$ cat src/rtl/vc_table_pkg.sv
// Shared types for the programmable VC lookup shim: table entry layout,
// packet-framing state and the miss counter ceiling.
package vc_table_pkg;

    localparam int TBL_N_ADDR_WIDTH  = 4;
    localparam int TBL_VC_ADDR_WIDTH = 2;

    localparam logic [15:0] MISS_CNT_MAX = 16'hFFFF;

    typedef struct packed {
        logic [TBL_N_ADDR_WIDTH-1:0]  dest;
        logic [TBL_VC_ADDR_WIDTH-1:0] vc;
        logic                         en;
    } vc_entry_t;

    typedef enum logic {
        IDLE   = 1'b0,
        IN_PKT = 1'b1
    } pkt_state_t;

endpackage

$ cat src/rtl/vc_lookup_cam.sv
// Combinational priority match of a destination against the VC table;
// the lowest-index valid entry with a matching destination wins.
module vc_lookup_cam
    import vc_table_pkg::*;
#(
    parameter int N_ADDR_WIDTH  = TBL_N_ADDR_WIDTH,
    parameter int VC_ADDR_WIDTH = TBL_VC_ADDR_WIDTH,
    parameter int NUM_DEST      = 4
) (
    input  vc_entry_t                entries [NUM_DEST],
    input  logic [N_ADDR_WIDTH-1:0]  dest,
    output logic                     hit,
    output logic [VC_ADDR_WIDTH-1:0] vc
);

    logic [NUM_DEST-1:0] match;

    generate
        for (genvar gi = 0; gi < NUM_DEST; gi++) begin : g_match
            assign match[gi] = entries[gi].en && (entries[gi].dest == dest);
        end
    endgenerate

    // Walk from the top down so the lowest matching index is written last.
    always_comb begin
        hit = 1'b0;
        vc  = '0;
        for (int k = NUM_DEST - 1; k >= 0; k--) begin
            if (match[k]) begin
                hit = 1'b1;
                vc  = entries[k].vc;
            end
        end
    end

endmodule

$ cat src/rtl/vc_table_prog.sv
// Registered VC tagging shim: head flits look up their destination in a
// writable table, and the whole packet carries that VC through a 1-deep stage.
module vc_table_prog
    import vc_table_pkg::*;
#(
    parameter int N_ADDR_WIDTH  = TBL_N_ADDR_WIDTH,
    parameter int VC_ADDR_WIDTH = TBL_VC_ADDR_WIDTH,
    parameter int NUM_DEST      = 4,
    parameter int WIDTH         = 36,
    parameter logic [N_ADDR_WIDTH-1:0]  DEST [NUM_DEST] = '{default: N_ADDR_WIDTH'(1)},
    parameter logic [VC_ADDR_WIDTH-1:0] VC   [NUM_DEST] = '{default: VC_ADDR_WIDTH'(1)},
    parameter logic [VC_ADDR_WIDTH-1:0] DEFAULT_VC = '0,
    localparam int IDX_W = (NUM_DEST > 1) ? $clog2(NUM_DEST) : 1
) (
    input  logic                     clk,
    input  logic                     rst_n,
    input  logic                     cfg_wr_en,
    input  logic [IDX_W-1:0]         cfg_idx,
    input  logic [N_ADDR_WIDTH-1:0]  cfg_dest,
    input  logic [VC_ADDR_WIDTH-1:0] cfg_vc,
    input  logic                     cfg_en,
    input  logic                     i_valid,
    output logic                     i_ready,
    input  logic [WIDTH-1:0]         i_data,
    input  logic [N_ADDR_WIDTH-1:0]  i_dest,
    input  logic                     i_head,
    input  logic                     i_tail,
    output logic                     o_valid,
    input  logic                     o_ready,
    output logic [WIDTH-1:0]         o_data,
    output logic [VC_ADDR_WIDTH-1:0] o_vc,
    output logic                     o_head,
    output logic                     o_tail,
    output logic                     o_miss,
    output logic [15:0]              miss_count,
    output logic                     err
);

    vc_entry_t tbl_reg [NUM_DEST];

    pkt_state_t               state_reg;
    logic [VC_ADDR_WIDTH-1:0] held_vc_reg;
    logic                     held_miss_reg;
    logic                     o_valid_reg;
    logic [WIDTH-1:0]         o_data_reg;
    logic [VC_ADDR_WIDTH-1:0] o_vc_reg;
    logic                     o_head_reg;
    logic                     o_tail_reg;
    logic                     o_miss_reg;
    logic [15:0]              miss_count_reg;
    logic                     err_reg;

    logic                     cam_hit;
    logic [VC_ADDR_WIDTH-1:0] cam_vc;
    logic                     accept;
    logic [VC_ADDR_WIDTH-1:0] flit_vc_next;
    logic                     flit_miss_next;

    // Each entry only reacts to its own index, so out-of-range writes fall through.
    generate
        for (genvar gi = 0; gi < NUM_DEST; gi++) begin : g_entry
            always_ff @(posedge clk) begin
                if (!rst_n) begin
                    tbl_reg[gi] <= '{dest: DEST[gi], vc: VC[gi], en: 1'b1};
                end else if (cfg_wr_en && (cfg_idx == IDX_W'(gi))) begin
                    tbl_reg[gi] <= '{dest: cfg_dest, vc: cfg_vc, en: cfg_en};
                end
            end
        end
    endgenerate

    vc_lookup_cam #(
        .N_ADDR_WIDTH  (N_ADDR_WIDTH),
        .VC_ADDR_WIDTH (VC_ADDR_WIDTH),
        .NUM_DEST      (NUM_DEST)
    ) u_cam (
        .entries (tbl_reg),
        .dest    (i_dest),
        .hit     (cam_hit),
        .vc      (cam_vc)
    );

    assign i_ready = !o_valid_reg || o_ready;
    assign accept  = i_valid && i_ready;

    always_comb begin
        flit_vc_next   = held_vc_reg;
        flit_miss_next = held_miss_reg;
        if (i_head) begin
            flit_vc_next   = cam_hit ? cam_vc : DEFAULT_VC;
            flit_miss_next = !cam_hit;
        end else if (state_reg == IDLE) begin
            // Orphan body/tail with no packet context.
            flit_vc_next   = DEFAULT_VC;
            flit_miss_next = 1'b1;
        end
    end

    always_ff @(posedge clk) begin
        if (!rst_n) begin
            state_reg      <= IDLE;
            held_vc_reg    <= DEFAULT_VC;
            held_miss_reg  <= 1'b0;
            o_valid_reg    <= 1'b0;
            o_data_reg     <= '0;
            o_vc_reg       <= '0;
            o_head_reg     <= 1'b0;
            o_tail_reg     <= 1'b0;
            o_miss_reg     <= 1'b0;
            miss_count_reg <= '0;
            err_reg        <= 1'b0;
        end else begin
            if (accept) begin
                o_valid_reg <= 1'b1;
                o_data_reg  <= i_data;
                o_vc_reg    <= flit_vc_next;
                o_head_reg  <= i_head;
                o_tail_reg  <= i_tail;
                o_miss_reg  <= flit_miss_next;
                if (i_head) begin
                    if (state_reg == IN_PKT) begin
                        err_reg <= 1'b1;
                    end
                    if (!cam_hit && (miss_count_reg != MISS_CNT_MAX)) begin
                        miss_count_reg <= miss_count_reg + 16'd1;
                    end
                    if (i_tail) begin
                        state_reg <= IDLE;
                    end else begin
                        state_reg     <= IN_PKT;
                        held_vc_reg   <= flit_vc_next;
                        held_miss_reg <= flit_miss_next;
                    end
                end else if (state_reg == IDLE) begin
                    err_reg <= 1'b1;
                end else if (i_tail) begin
                    state_reg <= IDLE;
                end
            end else if (o_ready) begin
                o_valid_reg <= 1'b0;
            end
        end
    end

    assign o_valid    = o_valid_reg;
    assign o_data     = o_data_reg;
    assign o_vc       = o_vc_reg;
    assign o_head     = o_head_reg;
    assign o_tail     = o_tail_reg;
    assign o_miss     = o_miss_reg;
    assign miss_count = miss_count_reg;
    assign err        = err_reg;

endmodule
$ cat config.mk
export PLATFORM = sky130hd
export DESIGN_NAME = vc_table_prog
export DESIGN_NICKNAME = d
export VERILOG_FILES = /design/src/rtl/vc_table_pkg.sv /design/src/rtl/vc_lookup_cam.sv /design/src/rtl/vc_table_prog.sv
export SDC_FILE = /design/constraint.sdc
export NUM_CORES = 1
export LEC_CHECK = 0
export CAP_MARGIN = 20
export CORE_MARGIN = 8
export CORE_UTILIZATION = 53
export DETAILED_ROUTE_END_ITERATION = 7
export DONT_BUFFER_PORTS = 1
export PLACE_DENSITY = 0.71
export SLEW_MARGIN = 10
export SYNTH_ARGS = -nofsm -noshare
export SYNTH_HDL_FRONTEND = slang
export SYNTH_SLANG_ARGS = --single-unit
$ cat constraint.sdc
create_clock -name clk -period 2.3 [get_ports clk]
set_input_delay 0.46 -clock clk [delete_from_list [all_inputs] [get_ports clk]]
set_output_delay 0.46 -clock clk [all_outputs]
set_load 0.005 [all_outputs]
Word-level counts from Yosys, hierarchy flattened
Cells that the tools add are included.
{"block": "op_classes", "addsub": 1, "mul": 0, "div": 0, "order_cmp": 0, "n_eq_ne": 10, "shifts": 0, "mux": 21, "n_bitwise": 1, "reduce_logical": 18}
{"cell": "adder 16 x 1 -> 16 bit, second input constant", "n": 1}
{"cell": "== test 4 bit", "n": 4}
{"cell": "!= test 16 bit, second input constant", "n": 1}
{"cell": "2-to-1 mux 1 bit", "n": 14}
{"cell": "2-to-1 mux 2 bit", "n": 7}
{"cell": "logical AND 1 bit", "n": 10}
{"cell": "AND reduction 3 bit", "n": 3}
{"cell": "== test 2 bit, second input constant", "n": 2}
{"cell": "== test 2 x 1 -> 1 bit, second input constant", "n": 1}
{"cell": "zero test 1 bit", "n": 2}
{"cell": "zero test 2 bit", "n": 1}
{"cell": "!= test 2 x 1 -> 1 bit, second input constant", "n": 1}
{"cell": "!= test 2 bit, second input constant", "n": 1}
{"cell": "nonzero test 2 bit", "n": 1}
{"cell": "logical OR 1 bit", "n": 1}
{"cell": "inverter 1 bit", "n": 1}
{"block": "totals", "register_bits": 91, "latchBits": 0, "mem_bits_rw": 0, "romBits": 0, "output_inout_bits": 60, "mem_count": 0}

Longest topological paths before layout
Gate-level depths: netlist (run 1).
{"block": "logic_depth", "ltp_word": 9, "depth_mapped": 10, "mapped_depth_nobuf": 6}

By module
From an unflattened synthesis (run 1), not the netlist that was laid out.
{"block": "hier_totals", "cells_unflattened": 472, "area_unflattened_um2": 3849.9}
{"mod": "vc_table_prog", "n_inst": 1, "cells_per_inst": 433, "area_each_um2": 3564.7, "seq_area_each_um2": 1821.7}
{"mod": "vc_lookup_cam", "n_inst": 1, "cells_per_inst": 39, "area_each_um2": 285.3, "seq_area_each_um2": 0.0}

Worst setup path before layout (run 1)
Ideal clock, no wire load.
{"block": "synth_path", "kind": "input to register", "from": "input i_dest[0]", "to": "register miss_count_reg[10], in the netlist miss_count[10]", "setup_ps": 135, "t_arrival_ps": 2241, "required_ps": 2165, "path_slack_ps": -76, "path_stages": 9, "n_path_buf": 4, "cell_sequence": "clkbuf_2 -> xnor2_1 -> and3_4 -> or4_1 -> buf_2 -> buf_6 -> buf_2 -> o311ai_0 -> o41ai_1"}
{"block": "synth_between", "elab_chain_cells": 9, "elab_cells_between_ends": 15}
{"item": "start: declaration", "line_no": "vc_table_prog.sv:25", "rtl": "input logic [N_ADDR_WIDTH-1:0] i_dest,"}
{"item": "== test 4 bit", "line_no": "vc_lookup_cam.sv:20", "rtl": "assign match[gi] = entries[gi].en && (entries[gi].dest == dest);"}
{"item": "logical AND 1 bit", "line_no": "vc_lookup_cam.sv:20"}
{"item": "2-to-1 mux 1 bit (3 in a row)", "line_no": "vc_lookup_cam.sv:29", "rtl": "if (match[k]) begin"}
{"item": "2-to-1 mux 1 bit (*)", "line_no": "vc_lookup_cam.sv:29"}
{"item": "zero test 1 bit (*)", "line_no": "vc_table_prog.sv:124", "rtl": "if (!cam_hit && (miss_count_reg != MISS_CNT_MAX)) begin"}
{"item": "logical AND 1 bit (*)", "line_no": "vc_table_prog.sv:124"}
{"item": "AND reduction 3 bit (no source line) (*)"}
{"item": "end signal: assignment", "line_no": "vc_table_prog.sv:125", "rtl": "miss_count_reg <= miss_count_reg + 16'd1;"}
{"item": "end: declaration", "line_no": "vc_table_prog.sv:50", "rtl": "logic [15:0] miss_count_reg;"}
Every way passes the cells marked *; elsewhere a longest branch is shown, timed or not.
A chain may end at the register's enable or synchronous reset.

Final worst setup path (run 1)
{"block": "layout_path", "from": "register tbl_reg[6] in the netlist's numbering", "to": "register o_miss_reg, in the netlist o_miss"}
{"block": "layout_between", "elab_chain_cells": 8}
{"item": "start: declaration", "line_no": "vc_table_prog.sv:39", "rtl": "vc_entry_t tbl_reg [NUM_DEST];"}
{"item": "start signal: indexed assignment", "line_no": "vc_table_prog.sv:64", "rtl": "tbl_reg[gi] <= '{dest: DEST[gi], vc: VC[gi], en: 1'b1};"}
{"item": "start signal: indexed assignment", "line_no": "vc_table_prog.sv:66", "rtl": "tbl_reg[gi] <= '{dest: cfg_dest, vc: cfg_vc, en: cfg_en};"}
{"item": "== test 4 bit", "line_no": "vc_lookup_cam.sv:20"}
{"item": "logical AND 1 bit", "line_no": "vc_lookup_cam.sv:20"}
{"item": "2-to-1 mux 1 bit (4 in a row)", "line_no": "vc_lookup_cam.sv:29"}
{"item": "zero test 1 bit", "line_no": "vc_table_prog.sv:91", "rtl": "flit_miss_next = !cam_hit;"}
{"item": "2-to-1 mux 1 bit", "line_no": "vc_table_prog.sv:89", "rtl": "if (i_head) begin"}
{"item": "end signal: assignment", "line_no": "vc_table_prog.sv:119", "rtl": "o_miss_reg <= flit_miss_next;"}
{"item": "end: declaration", "line_no": "vc_table_prog.sv:49", "rtl": "logic o_miss_reg;"}
No other way between the ends.

==> results of run 1 <==
worst paths after layout:
path            endpoint  slack (ps)  cells after the start
min reg2reg  tbl_reg[16]         470                      2
max               o_miss          10                      7
min          tbl_reg[14]         180                      1
max reg2reg       o_miss          10                      7
metrics by stage:
stage	hold WS (ps)	instance area, µm²
4_1_cts	164	4160
3_5_place_dp	458	3960
3_3_place_gp	449	3960
2_1_floorplan	434	3820
5_1_grt	160	4180
6_report	181	4180
per-layer routing:
metal  global-route usage (%)  wire length (µm)  part of all wire (%)  vias to the layer above
li1                         -                 -                     -                     1633
met3                     5.94               980                    10                        7
met4                     5.70                85                  0.89                        0
met2                     29.4              4590                    48                      116
met1                     21.9              3930                    41                     1531
met5                        0                 0                     0                        -
final cells by class:
cell class,instances,area share [%]
multi-input combinational,341,43.7
sequential,91,43.6
timing repair buffer,16,3.77
clock buffer,9,2.96
tap,99,2.96
clock inverter,7,1.77
inverter,14,1.26
worst register-to-register path: stages, from the launching register on:
cell and delay [ps]:
dfxtp_1 340, and2b_1 150, a221o_1 260, nor4_1 640, or4_4 310, buf_4 150, a22oi_1 90, a31o_2 250
placed cells by master, fill, tap and decap left out, types with 3 or more instances in the layout:
cell type	synthesis	final
o21ai_0	5	5
nand2_1	138	138
o31ai_1	9	9
or4_4	0	3
inv_1	13	13
o211ai_1	3	3
a22oi_1	3	3
o22ai_1	3	3
nand3_1	16	16
nor3_1	7	7
buf_12	0	3
buf_4	0	13
clkbuf_8	0	9
mux2i_1	10	10
a21oi_1	68	68
dfxtp_1	91	91
nand4_1	4	4
nor2_1	11	11
inv_6	0	3
nand2b_1	5	5
xnor2_1	4	3
and3_1	6	5
or4_1	11	10
xor2_1	10	10
logic make-up (layout without fill, tap and decap cells):
group / count (synthesis) / in the layout / share of synthesized area (%)
flip-flops: 91 / 91 / 48.1
AND/OR/NAND/NOR: 211 / 213 / 24.9
AO/OA/AOI/OAI: 103 / 103 / 15.9
adder cells (fa/ha/maj): 1 / 1 / 0.330
multiplexers: 10 / 10 / 2.64
buffers and inverters: 46 / 46 / 4.88
XOR/XNOR: 14 / 14 / 3.23
repair_timing:
item                       4_1_cts  5_1_grt
setup endpoints to repair        0       12
resized for setup                0        3
setup buffers                    0        0
power breakdown:
part           internal [mW]  switching [mW]
clock network          0.511           0.577
logic                  0.115           0.174
registers               1.64          0.0506
total                   2.27           0.801
==> impl_metrics.tcl, run 1 <==
set metrics [dict create \
    hpwl_mm 6.63 \
    ys_ff_latch 91 \
    synth_most_common_cell "nand2_1" \
    synth_cells 476 \
    tritoncts "built" \
    ys_top_cells_by_count "138 x nand2_1, 91 x dfxtp_1, 68 x a21oi_1, 23 x clkbuf_1, 16 x nand3_1" \
    slew_violations 0 \
    preCtsSetupSlack_ps -25.2 \
    fp.dieW_um 101 \
    fin_crit_sh_pct 99.4 \
    yosysSeqAreaShare_pct 48.1 \
    drt_iter0_drc 126 \
    cpMaxStageDelayCell "nor4_1" \
    yosysTopAreaCell "dfxtp_1" \
    drt-vias-per-instance 5.70 \
    synth_nets 533 \
    seq_area_um2 1820 \
    worstMarginPinSlew_ps 833 \
    areaGrowthSynthToFinish_pct 10.2 \
    skew_ps 12.9 \
    io_pins 116 \
    drv_cap 0 \
    hold_buffers 0 \
    power_mw 3.07 \
    coreArea_um2 7100 \
    cp.required_ps 2540 \
    portBuffers 0 \
    clock-root-buffer "clkbuf_8" \
    final_hold_viol_count 0 \
    stdcell_count 577 \
    period_needed_ps 2290 \
    worst_setup_path_start_kind "flip-flop" \
    fin_ws_ps 14.6 \
    placementRows 31 \
    nFillCells 660 \
    firstDrtPassIters 4 \
    layout.nets 530 \
    multi_input_area_um2 1830 \
    remaining_drc_errors 0 \
    cp_max_fo 7 \
    outcome "finished clean" \
    netlist_area_um2 3790 \
    slew_headroom_pct 44.0 \
    via_count 3287 \
    synth_edf_count 0 \
    synth_ff_type "dfxtp_1" \
    crit_start "tbl_reg[6]" \
    rr_startpoint "tbl_reg[6]" \
    finalSetupViolations 0 \
    async_flop_share_pct 0 \
    dp_cells 559 \
    final_util_pct 58.9 \
    grt_overflow 0 \
    initial_core_util_pct 53.4 \
    avgSynthCellArea_um2 7.96 \
    largest_register_ffs 36 \
    gp_congestion 0.795 \
    cts-buffers-inserted 9 \
    grt_first_pass_wirelength_mm 14.9 \
    wirelength_mm 9.59 \
    hold_path.class "in2reg" \
    cts.sinks 91 \
    crit_path_end_kind "flip-flop" \
    synth_cell_type_count 42 \
    critPathBufInv 1 \
    leakage_nw 1.57 \
    path_clk_slew_ps 90 \
    hold_start "rst_n" \
    grtUsageTotal_pct 18.0 \
    ant_nets 0 \
    max_freq_ghz 0.438 \
    antennaDiodeCount 0 \
    fin_tns_setup_ps 0 \
    synth.area.top_cells "dfxtp_1 48%, nand2_1 14%, a21oi_1 9.0%" \
    crit_type "reg2reg" \
    cts_buffer_depth 2 \
    cts.htree.levels 3 \
    cp_top_family "simple AND/OR/NAND/NOR gates" \
    grt_pass1_vias 3078 \
    grt_max_degree 44 \
    dieArea_um2 10100 \
    die_y_um 101 \
    antenna_found_initial 0 \
    synth_top_area_share_pct 48.1 \
    cpPeakStageDelay_ps 640 \
    clk_latency_ps 350 \
    ys_warn_count 0 \
    arrival_ps 2530 \
    vdd_drop_max_uv 453 \
    crit_chain "and2b_1 > a221o_1 > nor4_1 > or4_4 > buf_4 > a22oi_1 > a31o_2" \
    wire_per_inst_um 16.6 \
    powerDensity_nw_per_um2 735 \
    drive_gt1_share_pct 9.00 \
]
Note: power is estimated with default switching activity, not from simulation.
==> run 2, diff against run 1 <==
GPL_TIMING_DRIVEN = 1   (was default)
==> results of run 2 <==
The final DEF is identical to that of run 1; final timing and power are the same.
==> run 3, diff against run 2 <==
SYNTH_HIERARCHICAL = 1   (was default)
==> run 3 against run 2 <==
Effect of this change:
- the run now ends with setup timing left
- non-clock buffer count up 14
- die area up 1.3%
- combinational power down 7%
- worst hold slack better by 1.3 ps
- via count up 1.3%
- power down 1.3%
- critical path depth up 3
- routed wire length up 4.9%
- core utilization up 4.2 points
- setup slack worse by 370 ps
- register-to-register slack worse by 370 ps
- critical path type unchanged
==> impl_metrics.tcl, run 3 <==
set metrics [dict create \
    portBuffers 0 \
    remaining_drc_errors 0 \
    largest_register_ffs 36 \
    clock-root-buffer "clkbuf_8" \
    die_y_um 101 \
    yosysSeqAreaShare_pct 47.3 \
    hold_buffers 0 \
    synth_edf_count 0 \
    p_seq_share_pct 56.1 \
    coreArea_um2 7140 \
    synth_top_area_share_pct 47.3 \
    netlist_area_um2 3850 \
    nFillCells 643 \
    worstMarginPinSlew_ps 987 \
    period_needed_ps 2650 \
    via_count 3331 \
    outcome "complete, but fails checks" \
    wirelength_mm 10.1 \
    gp_congestion 0.850 \
    violations "setup timing" \
    dp_cells 558 \
    crit_path_end_kind "flip-flop" \
    crit_chain "xnor2_1 > and3_4 > nand2_2 > nand2_1 > or3b_4 > and4b_1 > or4b_4 > buf_4 > o311ai_4 > o41ai_2" \
    cts-buffers-inserted 9 \
    crit_type "reg2reg" \
    layout_common_cells "132 x nand2_1, 85 x dfxtp_1, 54 x a21oi_1" \
    tritoncts "built" \
    critPathBufInv 1 \
    powerDensity_nw_per_um2 673 \
    ys_ff_latch 91 \
    final_hold_viol_count 0 \
    synth_cells 472 \
    leakage_nw 1.74 \
    drive_gt1_share_pct 16.9 \
    io_pins 116 \
    grt_overflow 0 \
    synth_most_common_cell "nand2_1" \
    areaGrowthSynthToFinish_pct 16.9 \
    layout_commonest_cell "nand2_1" \
    grt_max_degree 46 \
    combPwrFrac_pct 9.0 \
    initial_core_util_pct 53.9 \
    ys_top_cells_by_count "132 x nand2_1, 91 x dfxtp_1, 58 x a21oi_1, 21 x nand3_1" \
    synth.area.top_cells "dfxtp_1 47%, nand2_1 13%, a21oi_1 7.5%" \
    drt_iter0_drc 174 \
    antennaDiodeCount 0 \
    power_mw 3.03 \
    max_freq_ghz 0.377 \
    slew_headroom_pct 33.7 \
    vdd_drop_max_uv 407 \
    seq_area_um2 1830 \
    finalSetupViolations 13 \
    yosysTopAreaCell "dfxtp_1" \
    clockPowerShare_pct 35.0 \
    ys_warn_count 6 \
    cts.sinks 91 \
    clk_latency_ps 350 \
    worst_setup_path_start_kind "flip-flop" \
    slew_violations 0 \
    synth_ff_type "dfxtp_1" \
    synth_nets 529 \
    antenna_found_initial 0 \
    path_clk_slew_ps 90 \
    hold_path.class "in2reg" \
    p_int_mw 2.24 \
    drv_cap 0 \
    synth_cell_type_count 45 \
    fin_ws_ps -353 \
    dieArea_um2 10200 \
    fin_crit_sh_pct 115 \
    p_switching_mw 0.796 \
    grtUsageTotal_pct 18.9 \
    avgSynthCellArea_um2 8.16 \
    async_flop_share_pct 0 \
    firstDrtPassIters 4 \
    cp_top_family "simple AND/OR/NAND/NOR gates" \
    switching_share_pct 26.3 \
    drt-vias-per-instance 5.64 \
    cpPeakStageDelay_ps 510 \
    fp.dieW_um 101 \
    cpMaxStageDelayCell "or4b_4" \
    grt_first_pass_wirelength_mm 15.6 \
    rsz0062_at_grt "true" \
    layout.nets 544 \
    grt_pass1_vias 3191 \
    cts.htree.levels 3 \
    multi_input_area_um2 2050 \
    cp_max_fo 5 \
    wire_per_inst_um 17.0 \
    cp.required_ps 2530 \
    hpwl_mm 6.84 \
    skew_ps 7.83 \
    cts_buffer_depth 2 \
    r2r_setup_slack_ps -350 \
    arrival_ps 2880 \
    placementRows 31 \
    ant_nets 0 \
    stdcell_count 591 \
]
## run 3: cell types whose count changed after synthesis, sizes merged, moves of 4 or more
cell and change:
a21oi -10, mux2i +10, inv -6, nand2 -5
nand3 +5, o31ai -5, or4 -5, clkbuf -4
nor3 +4
## run 3: logic make-up (layout without fill, tap and decap cells)
group | Yosys count | count (layout) | share of synthesized area (%)
buffers and inverters | 35 | 54 | 3.67
XOR/XNOR | 16 | 16 | 3.64
multiplexers | 20 | 20 | 5.20
adder cells (fa/ha/maj) | 1 | 1 | 0.325
flip-flops | 91 | 91 | 47.3
AND/OR/NAND/NOR | 221 | 222 | 26.5
AO/OA/AOI/OAI | 88 | 88 | 13.4
## run 3: power groups by stage
stage	sequential [mW]	combinational (mW)	clock, mW
floorplan	1.72	0.197	0
global placement	1.74	0.236	0
detailed placement	1.74	0.245	0
CTS	1.70	0.261	1.09
global route	1.71	0.305	1.16
finish	1.70	0.271	1.06
## run 3: worst paths after layout
| path | from | depth (start not counted) | endpoint |
|---|---|---|---|
| max | tbl_reg[12] | 10 | miss_count[15] |
| min | rst_n | 1 | tbl_reg[21] |
| max reg2reg | tbl_reg[12] | 10 | miss_count[15] |
| min reg2reg | tbl_reg[12] | 2 | tbl_reg[12] |
## run 3: metal layers
layer | global-route usage, % | routed length [µm] | part of all wire (%)
met1 | 21.2 | 3840 | 38
met2 | 32.3 | 5160 | 51
met3 | 7.49 | 978 | 9.7
met4 | 5.15 | 84 | 0.84
met5 | 0 | 0 | 0
## run 3: cell type report
type	instances	share of cell area, %
clock buffer	11	3.36
clock inverter	5	1.00
inverter	8	0.667
multi-input combinational	347	45.6
sequential	91	40.6
tap	99	2.75
timing repair buffer	30	5.98
## run 3: stage by stage
| step | setup slack [ps] | util, % | instance area [µm²] | TNS, ps | hold slack (ps) |
|---|---|---|---|---|---|
| finish | -353 | 63.1 | 4500 | -2260 | 182 |
| global route | -407 | 63.1 | 4500 | -3560 | 146 |
| CTS | -278 | 61.6 | 4390 | -1900 | 161 |
| detailed placement | -471 | 56.2 | 4010 | -4310 | 448 |
| global placement | -391 | 56.2 | 4010 | -3250 | 451 |
| floorplan | -412 | - | 3880 | -3120 | 432 |
## run 3: timing repair
| action | in CTS | in global routing |
|---|---|---|
| buffers inserted | 15 | 6 |
| endpoints found under the setup margin | 13 | 20 |
| endpoints found under the hold margin | 0 | 0 |
| pin swaps | 17 | 10 |
| gates resized for setup | 18 | 19 |
| cloned | 1 | 0 |
